File: src/rtl/mul_seq_ctrl_if.sv
// Handshake and shared-ALU signal bundle for the sequential multiply controller.
// slave: the controller side; master: the requester/ALU side.
interface mul_seq_ctrl_if #(
  parameter int unsigned DATA_WIDTH = 32
);
  logic                  start_valid;
  logic                  start_ready;
  logic [DATA_WIDTH-1:0] op_a;
  logic [DATA_WIDTH-1:0] op_b;
  logic                  kill;
  logic                  res_valid;
  logic                  res_ready;
  logic [DATA_WIDTH-1:0] res_data;
  logic                  busy;
  logic [DATA_WIDTH-1:0] alu_A;
  logic [DATA_WIDTH-1:0] alu_B;
  logic [3:0]            alu_op;
  logic [DATA_WIDTH-1:0] alu_result;

  modport slave (
    input  start_valid, op_a, op_b, kill, res_ready, alu_result,
    output start_ready, res_valid, res_data, busy, alu_A, alu_B, alu_op
  );

  modport master (
    output start_valid, op_a, op_b, kill, res_ready, alu_result,
    input  start_ready, res_valid, res_data, busy, alu_A, alu_B, alu_op
  );
endinterface

File: src/rtl/mul_seq_ctrl.sv
// Shift-and-add multiply controller borrowing a shared ALU: ADD folds mcand into acc,
// SHIFT doubles mcand and consumes one multiplier bit.
module mul_seq_ctrl #(
  parameter int unsigned DATA_WIDTH = 32
) (
  input logic           clk,
  input logic           resetn,
  mul_seq_ctrl_if.slave bus
);

  localparam logic [3:0] AluAddu = 4'b0000;
  localparam logic [3:0] AluSll  = 4'b1000;

  typedef enum logic [1:0] {StIdle, StAdd, StShift, StDone} state_e;

  state_e                state_q, state_d;
  logic [DATA_WIDTH-1:0] acc_q, acc_d;
  logic [DATA_WIDTH-1:0] mcand_q, mcand_d;
  logic [DATA_WIDTH-1:0] mplier_q, mplier_d;

  logic                  start_ready;
  logic                  res_valid;
  logic [DATA_WIDTH-1:0] alu_a;
  logic [DATA_WIDTH-1:0] alu_b;
  logic [3:0]            alu_op;
  logic [DATA_WIDTH-1:0] mplier_shr;

  assign mplier_shr = mplier_q >> 1;

  always_ff @(posedge clk or negedge resetn) begin
    if (!resetn) begin
      state_q  <= StIdle;
      acc_q    <= '0;
      mcand_q  <= '0;
      mplier_q <= '0;
    end else begin
      state_q  <= state_d;
      acc_q    <= acc_d;
      mcand_q  <= mcand_d;
      mplier_q <= mplier_d;
    end
  end

  always_comb begin
    state_d     = state_q;
    acc_d       = acc_q;
    mcand_d     = mcand_q;
    mplier_d    = mplier_q;
    start_ready = 1'b0;
    res_valid   = 1'b0;
    alu_a       = '0;
    alu_b       = '0;
    alu_op      = AluAddu;

    unique case (state_q)
      StIdle: begin
        start_ready = 1'b1;
        if (bus.start_valid) begin
          acc_d    = '0;
          mcand_d  = bus.op_a;
          mplier_d = bus.op_b;
          if (bus.op_b == '0)   state_d = StDone;
          else if (bus.op_b[0]) state_d = StAdd;
          else                  state_d = StShift;
        end
      end
      StAdd: begin
        alu_a   = acc_q;
        alu_b   = mcand_q;
        alu_op  = AluAddu;
        acc_d   = bus.alu_result;
        state_d = StShift;
      end
      StShift: begin
        alu_a    = DATA_WIDTH'(1);
        alu_b    = mcand_q;
        alu_op   = AluSll;
        mcand_d  = bus.alu_result;
        mplier_d = mplier_shr;
        // Look one bit ahead so the next ADD lines up with the bit just exposed.
        if (mplier_shr == '0) state_d = StDone;
        else if (mplier_q[1]) state_d = StAdd;
        else                  state_d = StShift;
      end
      StDone: begin
        res_valid = 1'b1;
        if (bus.res_ready) state_d = StIdle;
      end
      default: state_d = StIdle;
    endcase

    // Kill discards the operation outright; datapath registers keep their values.
    if (bus.kill) begin
      state_d  = StIdle;
      acc_d    = acc_q;
      mcand_d  = mcand_q;
      mplier_d = mplier_q;
    end
  end

  assign bus.start_ready = start_ready;
  assign bus.res_valid   = res_valid;
  assign bus.res_data    = acc_q;
  assign bus.busy        = (state_q != StIdle);
  assign bus.alu_A       = alu_a;
  assign bus.alu_B       = alu_b;
  assign bus.alu_op      = alu_op;

endmodule
File: src/flat_wrapper.sv
// flat-port wrapper written by rule: the top's interface ports become plain ports
module mul_seq_ctrl_flat 
#(
  parameter int unsigned DATA_WIDTH = 32
)
  (clk, resetn, bus_start_valid, bus_op_a, bus_op_b, bus_kill, bus_res_ready, bus_alu_result, bus_start_ready, bus_res_valid, bus_res_data, bus_busy, bus_alu_A, bus_alu_B, bus_alu_op);
  mul_seq_ctrl_if #(.DATA_WIDTH(DATA_WIDTH)) bus_i ();
  input logic clk;
  input logic resetn;
  input wire logic [$bits(bus_i.start_valid)-1:0] bus_start_valid;
  input wire logic [$bits(bus_i.op_a)-1:0] bus_op_a;
  input wire logic [$bits(bus_i.op_b)-1:0] bus_op_b;
  input wire logic [$bits(bus_i.kill)-1:0] bus_kill;
  input wire logic [$bits(bus_i.res_ready)-1:0] bus_res_ready;
  input wire logic [$bits(bus_i.alu_result)-1:0] bus_alu_result;
  output wire logic [$bits(bus_i.start_ready)-1:0] bus_start_ready;
  output wire logic [$bits(bus_i.res_valid)-1:0] bus_res_valid;
  output wire logic [$bits(bus_i.res_data)-1:0] bus_res_data;
  output wire logic [$bits(bus_i.busy)-1:0] bus_busy;
  output wire logic [$bits(bus_i.alu_A)-1:0] bus_alu_A;
  output wire logic [$bits(bus_i.alu_B)-1:0] bus_alu_B;
  output wire logic [$bits(bus_i.alu_op)-1:0] bus_alu_op;
  assign bus_i.start_valid = bus_start_valid;
  assign bus_i.op_a = bus_op_a;
  assign bus_i.op_b = bus_op_b;
  assign bus_i.kill = bus_kill;
  assign bus_i.res_ready = bus_res_ready;
  assign bus_i.alu_result = bus_alu_result;
  assign bus_start_ready = bus_i.start_ready;
  assign bus_res_valid = bus_i.res_valid;
  assign bus_res_data = bus_i.res_data;
  assign bus_busy = bus_i.busy;
  assign bus_alu_A = bus_i.alu_A;
  assign bus_alu_B = bus_i.alu_B;
  assign bus_alu_op = bus_i.alu_op;
  mul_seq_ctrl #(.DATA_WIDTH(DATA_WIDTH)) u_core (.clk(clk), .resetn(resetn), .bus(bus_i));
endmodule
File: config.mk
export PLATFORM = sky130hd
export DESIGN_NAME = mul_seq_ctrl_flat
export DESIGN_NICKNAME = d
export VERILOG_FILES = /design/src/rtl/mul_seq_ctrl_if.sv /design/src/rtl/mul_seq_ctrl.sv /design/src/flat_wrapper.sv
export SDC_FILE = /design/constraint.sdc
export NUM_CORES = 1
export LEC_CHECK = 0
export ABC_AREA = 1
export CELL_PAD_IN_SITES_DETAIL_PLACEMENT = 2
export CELL_PAD_IN_SITES_GLOBAL_PLACEMENT = 2
export CORE_ASPECT_RATIO = 0.6
export CORE_UTILIZATION = 25
export CTS_CLUSTER_SIZE = 30
export DETAILED_ROUTE_END_ITERATION = 8
export PLACE_DENSITY_LB_ADDON = 0.1
export SLEW_MARGIN = 20
export SYNTH_ARGS = -nofsm -noshare
export SYNTH_HDL_FRONTEND = slang
export SYNTH_SLANG_ARGS = --single-unit
File: constraint.sdc
create_clock -name clk -period 4.1 [get_ports clk]
set_input_delay 1.23 -clock clk [delete_from_list [all_inputs] [get_ports clk]]
set_output_delay 1.23 -clock clk [all_outputs]
set_load 0.02 [all_outputs]
# Yosys cells after proc, flatten, opt, wreduce, memory -nomap -nowiden

Index checks and enable logic that the tools add are counted.

Eq/ne operators: 6
Multiplexer cells: 19
Reduce and logical (&&, ||, !) cells: 10
Bitwise logic cells: 1

Operators with widths:

| cell                 | count |
|---|---|
| $pmux W32 S2         | 4 |
| $mux W32             | 4 |
| $logic_not A32 Y1    | 2 |
| $mux W2              | 7 |
| $pmux W2 S4          | 1 |
| $ne A3 B3 Y1 const B | 2 |
| $reduce_and A3 Y1    | 2 |
| $reduce_bool A2 Y1   | 3 |
| $eq A2 B2 Y1 const B | 2 |
| $mux W4              | 1 |
| $eq A2 B1 Y1 const B | 1 |
| $logic_not A2 Y1     | 1 |
| $mux W1              | 2 |
| $ne A2 B2 Y1 const B | 1 |
| $reduce_and A2 Y1    | 1 |
| $reduce_or A2 Y1     | 1 |
| $not A1 Y1           | 1 |

Register bits: 98
Input port bits: 101
Logic and storage cells: 40
Output and inout port bits: 103

# Depth between registers and ports, before layout

Gate-level depths: netlist of the first run.

Depth in word-level cells: 5
Depth in mapped cells: 10
Depth with buffers taken out: 9

# Worst setup path after synthesis of the first run

No wires, ideal clock.

Kind: reg-to-output
Start point: register u_core.state_q[0]
End point: output bus_alu_A[0]
Data arrival time: 1982 ps
Buffers on the path: 3
Path slack: 888 ps
Stages on the path, launching flop included: 8
Data required time: 2870 ps
Cells stage by stage: dfrtp_1 inv_1 ha_1 buf_2 clkinv_1 buf_2 buf_1 a21boi_0

Longest elaborated chain between the ends: 2
Elaborated cells on any way between the ends: 3
Classes of those cells: eq/ne: 2; mux: 1

Ends and longest elaborated chain:

| what                                                | line               | source |
|---|---|---|
| start, declared                                     | mul_seq_ctrl.sv:16 | `state_e state_q, state_d;` |
| start signal, assigned                              | mul_seq_ctrl.sv:32 | `state_q <= StIdle;` |
| start signal, assigned                              | mul_seq_ctrl.sv:37 | `state_q <= state_d;` |
| $eq A2 B2 Y1 / $eq A2 B1 Y1 (equally long branches) | mul_seq_ctrl.sv:55 | `unique case (state_q)` |
| $pmux W32 S2 *                                      | mul_seq_ctrl.sv:55 |  |
| end, declared                                       | flat_wrapper.sv:20 | `output wire logic [$bits(bus_i.alu_A)-1:0] bus_alu_A;` |

Every way passes the cells marked *; elsewhere a longest branch is shown, timed or not.

# Final worst setup path of the first run

Start point: register u_core.state_q[1]
End point: output bus_alu_A[14]

Same word-level chain as after synthesis.

==> results of run 1 <==
-- registers in the layout (all words and copies together), names as in the netlist --
| name | count |
|---|---|
| u_core.state_q | 2 |
| u_core.mplier_q | 31 |
| u_core.mcand_q | 32 |
| u_core.bus.res_data | 32 |
-- cell usage after synthesis --
master	count	share of area, %
nand2_1	159	12
nor2_1	147	11
inv_1	107	7.8
dfrtp_1	97	47
o31ai_1	54	7.8
o21ai_0	52	5.0
nand3_1	36	3.5
clkbuf_1	24	1.7
buf_2	12	1.2
buf_4	6	0.87
buf_1	4	0.29
ha_1	4	0.97
a21oi_1	2	0.19
a21boi_0	1	0.15
buf_6	1	0.22
clkinv_1	1	0.073
conb_1	1	0.073
inv_2	1	0.073
nand4_1	1	0.12
nor2_2	1	0.12
nor2_4	1	0.22
nor3_1	1	0.097
o21ai_4	1	0.31
-- worst max path at each step --
| stage | cells after the start | to | startpoint |
|---|---|---|---|
| floorplan | 7 | bus_alu_A[0] | u_core.state_q[0] |
| global placement | 5 | bus_alu_A[0] | u_core.state_q[0] |
| detailed placement | 6 | bus_alu_A[14] | u_core.state_q[1] |
| CTS | 6 | bus_alu_A[14] | u_core.state_q[1] |
| global route | 6 | bus_alu_A[14] | u_core.state_q[1] |
| finish | 6 | bus_alu_A[14] | u_core.state_q[1] |
-- per-stage QoR --
| step | utilization (%) | std cells |
|---|---|---|
| after global routing | 38.4 | 1172 |
| after floorplan | - | 716 |
| after global placement | 37.0 | 1156 |
| after detailed placement | 37.0 | 1156 |
| final | 38.4 | 1172 |
| after CTS | 38.4 | 1172 |
-- final cells by class --
class	count	share of cell area [%]
sequential	97	31.4
timing repair buffer	214	27.5
multi-input combinational	463	27.5
inverter	109	5.29
tap	273	4.42
clock buffer	11	3.14
clock inverter	5	0.712
-- tightest hold or removal path, stage by stage, from the launching register on --
cell	delay, ns
dfrtp_1	0.34
nand2_1	0.05
o31ai_1	0.06
-- report_power, final --
part | switching, mW | internal (mW) | total (mW)
Sequential | 0.341 | 1.39 | 1.73
Combinational | 1.53 | 1.02 | 2.55
Clock | 0.390 | 0.488 | 0.879
Total | 2.26 | 2.90 | 5.16
-- layer usage --
metal	global-route usage (%)	vias to the layer above	wire, um	part of all wire, %
met2	31.3	129	8930	44
met1	26.6	2592	10000	50
li1	-	2564	-	-
met4	4.55	2	168	0.83
met5	0	-	13	0.064
met3	5.48	15	1070	5.3
-- cells by family (layout without fill, tap and decap cells) --
logic type,after synthesis,in the layout,share of synthesized area (%)
compound gates,110,110,13.5
fa+ha+maj,4,4,0.968
buf+inv,156,339,12.2
flops,97,97,47.0
other cells,1,3,0.0726
simple gates,346,346,26.3
==> results.ini, run 1 <==
[cells_and_area]
finalInstanceArea_sq_um=7730
multiInputGateArea_sq_um=2130
mostFrequentLayoutCell=clkdlybuf4s50_1
mostFrequentLayoutCells=199 x clkdlybuf4s50_1, 159 x nand2_1, 147 x nor2_1
syn_to_final_growth_pct=49.6
nets=999
num_antenna_cells=0
layout-drive-gt1-share_pct=4.23
seqCellArea_sq_um=2430
fillCellCount=2319

[floorplan]
rows=40
die_height_um=113
design.core.area_sq_um=20100
dieArea_sq_um=21300
ios=204
start_util_pct=25.7
dieWidth_um=188

[worst_hold_path]
hold_class=reg -> reg
min-delay-start=u_core.mcand_q[3]
min_to=u_core.mcand_q[3]
whs_path_depth=2

[critical_path]
path_delay_family=buffers and inverters
required_ns=2.87
end_kind=output pin
worstRegToRegCells=7
worstPathCellList=inv_1 > ha_2 > buf_4 > nand2_1 > inv_1 > clkdlybuf4s50_1
worstSetupStartpointType=flip-flop
cp_num_buf_inv=4
r2r_start=u_core.state_q[0]
crit_type=reg -> out
crit_arrival_ns=2.47
crit_slowest_cell=clkdlybuf4s50_1
critPathMostFrequentCell=inv_1
path_max_fanout=22
regToRegSetupSlack_ns=1.41
cpPeakStageDelay_ns=0.60
reg2reg_to=u_core.mcand_q[5]

[placement]
place_area_sq_um=7440
hpwlAfterDp_mm=14.5
pre_cts_slack_ns=0.758
place_congestion=0.779
io_buffers=200

[pwr]
powerDensity_nw_per_um2=668
p_leak_nw=3.73
total_power_mw=5.16
worst_ir_drop_vdd_uv=276

[clock_network]
htreeDepth=3
post_cts_buffers=0
clk_root_buffer_cell=clkbuf_16
ctsHoldBuffers=0
cts_inserted_buffers=9
clk_pin_slew_ns=0.07
clk_latency_ns=0.36
clockBufferDepth=2
cts_tree=yes
cts_sinks=97
cts_resized=0

[sta]
max_slew_margin_pct=32.7
max_freq_ghz=0.270
hold_ws_ns=0.486
fin_tns_setup_ns=0
rsz0062_at_grt=no
setup_viol=0
fin_crit_sh_pct=90.3
period_minus_slack_ns=3.70
finalHoldViolCount=0
fin_ws_ns=0.398
drv_slew=0
final.setup_skew_ns=0.0105
max_slew.worst_pin.slew_ns=1.01

[grt]
first_global_vias=5874
grt_start_max_net_pins=69
globalRouteOverflowTotal=0
grt.total_usage_pct=19.7
grt_pass1_wl_mm=32.5
antenna_found_initial=2

[synthesis]
synthCells=714
syn-cell-area_sq_um=5170
synth_seq_cells=97
yosysWarnings=0
synth.yosys.seq_area_share_pct=47.0
syn_area_per_cell_sq_um=7.24
yosysUniqueCellTypes=23

[flow_run]
maxCapViolCount=0

[drt]
ant_nets=0
drtPass1Iterations=4
drtIter0Drc=228
wire_per_inst_um=17.2
drt-total-wl_mm=20.2
viasPerCell=4.52
drcViolationCount=0
via_count=5302

[status]
status=complete, no violations

Power figures use the tool's default switching activity.
==> run 2, diff against run 1 <==
Settings changed: CAP_MARGIN set to 5, CORE_UTILIZATION 25 to 21.
Clock period 4.1 ns to 3.4 ns, I/O delays scaled along.
==> results.ini, run 2 (synthesis gave the netlist of run 1 again) <==
[status]
status=complete, no violations

[clock_network]
htreeDepth=3
ctsHoldBuffers=0
cts_sinks=97
clk_pin_slew_ns=0.07
clk_root_buffer_cell=clkbuf_16
cts_tree=yes
clk_latency_ns=0.35
clockBufferDepth=2
cts_inserted_buffers=9

[cells_and_area]
final_util_pct=32.5
seqCellArea_sq_um=2430
mostFrequentLayoutCell=clkdlybuf4s50_1
syn_to_final_growth_pct=52.1
mostFrequentLayoutCells=198 x clkdlybuf4s50_1, 159 x nand2_1, 147 x nor2_1
nets=999
fillCellCount=2771
finalInstanceArea_sq_um=7860
multiInputGateArea_sq_um=2130
layout-drive-gt1-share_pct=4.23
num_antenna_cells=0

[critical_path]
worstPathCellList=inv_1 > ha_2 > buf_12 > nand2_1 > inv_1 > clkdlybuf4s50_1
r2r_start=u_core.state_q[0]
cp_num_buf_inv=4
end_kind=output pin
worstSetupStartpointType=flip-flop
cpPeakStageDelay_ns=0.60
regToRegSetupSlack_ns=1.13
path_delay_family=buffers and inverters
crit_arrival_ns=2.26
crit_slowest_cell=clkdlybuf4s50_1
required_ns=2.38
crit_type=reg -> out
critPathLaunch=u_core.state_q[1]
path_max_fanout=41
critPathMostFrequentCell=inv_1

[sta]
max_slew_margin_pct=44.8
hold_ws_ns=0.485
period_minus_slack_ns=3.28
max_slew.worst_pin.slew_ns=0.829
finalHoldViolCount=0
fin_tns_setup_ns=0
fin_crit_sh_pct=96.6
setup_viol=0
rsz0062_at_grt=yes
drv_slew=0
final.setup_skew_ns=0.00524
max_freq_ghz=0.304

[floorplan]
dieWidth_um=205
rows=44
die_height_um=124
dieArea_sq_um=25300
start_util_pct=21.4
ios=204
design.core.area_sq_um=24200

[worst_hold_path]
min-delay-start=u_core.mcand_q[7]
hold_class=reg -> reg

[drt]
ant_nets=0
via_count=5341
drtIter0Drc=153
drcViolationCount=0
viasPerCell=4.37
drt-total-wl_mm=20.8
drtPass1Iterations=4
wire_per_inst_um=17.1

[placement]
hpwlAfterDp_mm=14.9
place_area_sq_um=7540
io_buffers=200
place_congestion=0.778

[grt]
first_global_vias=5775
busiest_layer=met2
met2_usage_pct=26.8
grt_util_met1_pct=23.5
globalRouteOverflowTotal=0
grt.total_usage_pct=16.8
grt_pass1_wl_mm=32.4
antenna_found_initial=0
met3_usage_pct=3.69
grt_start_max_net_pins=69

[pwr]
powerDensity_nw_per_um2=800
worst_ir_drop_vdd_uv=299
total_power_mw=6.29
p_leak_nw=3.78

[flow_run]
maxCapViolCount=0

[run 2: cell types whose count changed in the layout (fill, tap and decap cells not counted), sizes merged]
cell	change
clkbuf	+3
clkinvlp	-2
bufinv	-1
clkdlybuf4s50	-1
dlymetal6s2s	+1
[run 2: per-layer routing]
metal	share of wire [%]	up-vias	routed length, um
met1	50	2659	10500
met2	45	101	9390
met5	0	-	0
met4	0.60	0	125
li1	-	2571	-
met3	3.9	10	808
[run 2: report_power, final]
part	switching (mW)	internal, mW	total [mW]	leakage (nW)
logic	1.87	1.30	3.17	2.39
clock network	0.461	0.575	1.04	0.149
registers	0.406	1.68	2.08	1.24
[run 2: layout make-up]
| class | count | area share (%) |
|---|---|---|
| flip-flops and latches | 97 | 30.9 |
| repair buffers | 214 | 28.0 |
| multi-input cells | 463 | 27.1 |
| inverters | 109 | 5.20 |
| well taps | 322 | 5.12 |
| clock buffers | 14 | 3.61 |
| clock inverters | 2 | 0.127 |
[run 2: path summary, 6_finish.rpt]
| kind | endpoint | cells past startpoint |
|---|---|---|
| hold reg to reg | u_core.mcand_q[7] | 2 |
| hold / removal | u_core.mcand_q[7] | 2 |
| max in group asynchronous | u_core.mplier_q[19] | 2 |
| setup reg to reg | u_core.mcand_q[10] | 8 |
| min in group asynchronous | u_core.mcand_q[0] | 1 |
| setup / recovery | bus_alu_A[16] | 6 |
[run 2: per-stage QoR]
step                      setup slack, ns  instances
final                               0.115       1221
after global routing              -0.0346       1221
after CTS                          0.0269       1220
after detailed placement            0.444       1204
after global placement              0.481       1204
after floorplan                     0.398        716
[run 2: worst reg2reg max path, stage by stage (launching register included)]
cell     delay, ns
dfrtp_1       0.41
inv_1         0.08
ha_2          0.22
buf_12        0.23
o21ai_4       0.64
buf_16        0.23
buf_12        0.20
nand2_1       0.08
o31ai_1       0.08
[run 2: repair_timing]
action,4_1_cts,5_1_grt
endpoints found under the setup margin,0,3
resized for setup,0,1
buffers inserted,0,0
==> run 3, diff against run 2 <==
Settings changed: CELL_PAD_IN_SITES_DETAIL_PLACEMENT 2 to 0, CELL_PAD_IN_SITES_GLOBAL_PLACEMENT 2 to 1, CORE_UTILIZATION 21 to 27.
==> results.ini, run 3 (synthesis gave the netlist of run 1 again) <==
[clock_network]
cts_inserted_buffers=9
clk_root_buffer_cell=clkbuf_16
clk_pin_slew_ns=0.06
cts_tree=yes
cts_sinks=97
clockBufferDepth=2
clk_latency_ns=0.34
ctsHoldBuffers=0
cts_resized=0
post_cts_buffers=0
htreeDepth=3

[sta]
max_slew.worst_pin.slew_ns=0.812
rsz0062_at_grt=no
setup_viol=0
hold_ws_ns=0.483
finalHoldViolCount=0
drv_slew=0
fin_tns_setup_ns=0
final.setup_skew_ns=0.00969
fin_crit_sh_pct=95.1
period_minus_slack_ns=3.23
max_freq_ghz=0.309
max_slew_margin_pct=45.7

[pwr]
comb_power_share_pct=49.0
powerDensity_nw_per_um2=795
switching_share_pct=42.7
switching_power_mw=2.61
p_clk_share_pct=16.9
p_leak_nw=3.72
intPower_mw=3.51
worst_ir_drop_vdd_uv=275
seq_power_share_pct=34.0

[critical_path]
cpPeakStageDelay_ns=0.64
regToRegSetupSlack_ns=0.89
end_kind=output pin
required_ns=2.38
path_delay_family=buffers and inverters
path_depth=5
crit_type=reg -> out
cp_num_buf_inv=3
crit_arrival_ns=2.21
crit_slowest_cell=clkdlybuf4s50_1
path_max_fanout=11
worstPathCellList=inv_1 > ha_1 > buf_4 > a21boi_0 > clkdlybuf4s50_1
worstSetupStartpointType=flip-flop
worstRegToRegCells=7

[status]
status=complete, no violations

[grt]
antenna_found_initial=0
grt.total_usage_pct=18.0
grt_start_max_net_pins=98
grt_pass1_wl_mm=27.6
globalRouteOverflowTotal=0
first_global_vias=5000

[cells_and_area]
num_antenna_cells=0
layout-drive-gt1-share_pct=4.01
mostFrequentLayoutCells=199 x clkdlybuf4s50_1, 159 x nand2_1, 147 x nor2_1
syn_to_final_growth_pct=48.9
nets=998
mostFrequentLayoutCell=clkdlybuf4s50_1

[drt]
drtIter0Drc=265
drtPass1Iterations=5
via_count=5133
ant_nets=0
wire_per_inst_um=15.3
viasPerCell=4.51
drcViolationCount=0
drt-total-wl_mm=17.3

[floorplan]
rows=38
ios=204
dieWidth_um=181
design.core.area_sq_um=18400
die_height_um=109
dieArea_sq_um=19700
start_util_pct=28.1

[worst_hold_path]
whs_path_depth=2
hold_class=reg -> reg

[flow_run]
maxCapViolCount=0

[placement]
place_congestion=0.768
hpwlAfterDp_mm=12.0
io_buffers=200

## run 3: layout make-up
class | count | area (sq um)
multi-input cells | 463 | 2130
inverters | 109 | 409
flip-flops and latches | 97 | 2430
clock inverters | 4 | 53.8
well taps | 240 | 300
fillers | 1882 | 10700
repair buffers | 213 | 2130
clock buffers | 11 | 243
## run 3: worst paths after layout
check                                    start                   to
setup / recovery             u_core.state_q[0]         bus_alu_A[0]
hold / removal             u_core.mplier_q[29]  u_core.mplier_q[29]
setup reg to reg             u_core.state_q[0]   u_core.mcand_q[11]
hold reg to reg            u_core.mplier_q[29]  u_core.mplier_q[29]
max in group asynchronous               resetn   u_core.mcand_q[25]
min in group asynchronous               resetn  u_core.mplier_q[21]
## run 3: worst min-delay path: stages (launching register included)
cell and delay, ns:
dfrtp_1 0.34, nand2_1 0.05, o31ai_1 0.05
## run 3: stage by stage
| stage | utilization (%) | setup slack, ns | area, sq um | total power [mW] | instances |
|---|---|---|---|---|---|
| 6_report | 41.8 | 0.167 | 7700 | 6.12 | 1137 |
| 5_1_grt | 41.8 | 0.0376 | 7700 | 6.61 | 1137 |
| 4_1_cts | 41.8 | 0.0955 | 7700 | 6.21 | 1137 |
| 3_5_place_dp | 40.2 | 0.494 | 7400 | 5.13 | 1122 |
| 3_3_place_gp | 40.2 | 0.556 | 7400 | 5.10 | 1122 |
| 2_1_floorplan | - | 0.398 | 5180 | 3.76 | 716 |
## run 3: power by group through the flow
stage               clock network (mW)  logic [mW]  registers [mW]
finish                            1.04        3.00            2.08
detailed placement                   0        3.04            2.09
global placement                     0        3.01            2.09
floorplan                            0        1.61            2.15
CTS                               1.07        3.05            2.08
global route                      1.12        3.34            2.15
## run 3: metal layers
layer / GRT usage (%) / vias up / wire [um]
met5: 0 / - / 0
met4: 3.11 / 0 / 81
met3: 4.91 / 8 / 1020
met2: 25.8 / 150 / 7030
met1: 26.9 / 2412 / 9220
li1: - / 2563 / -
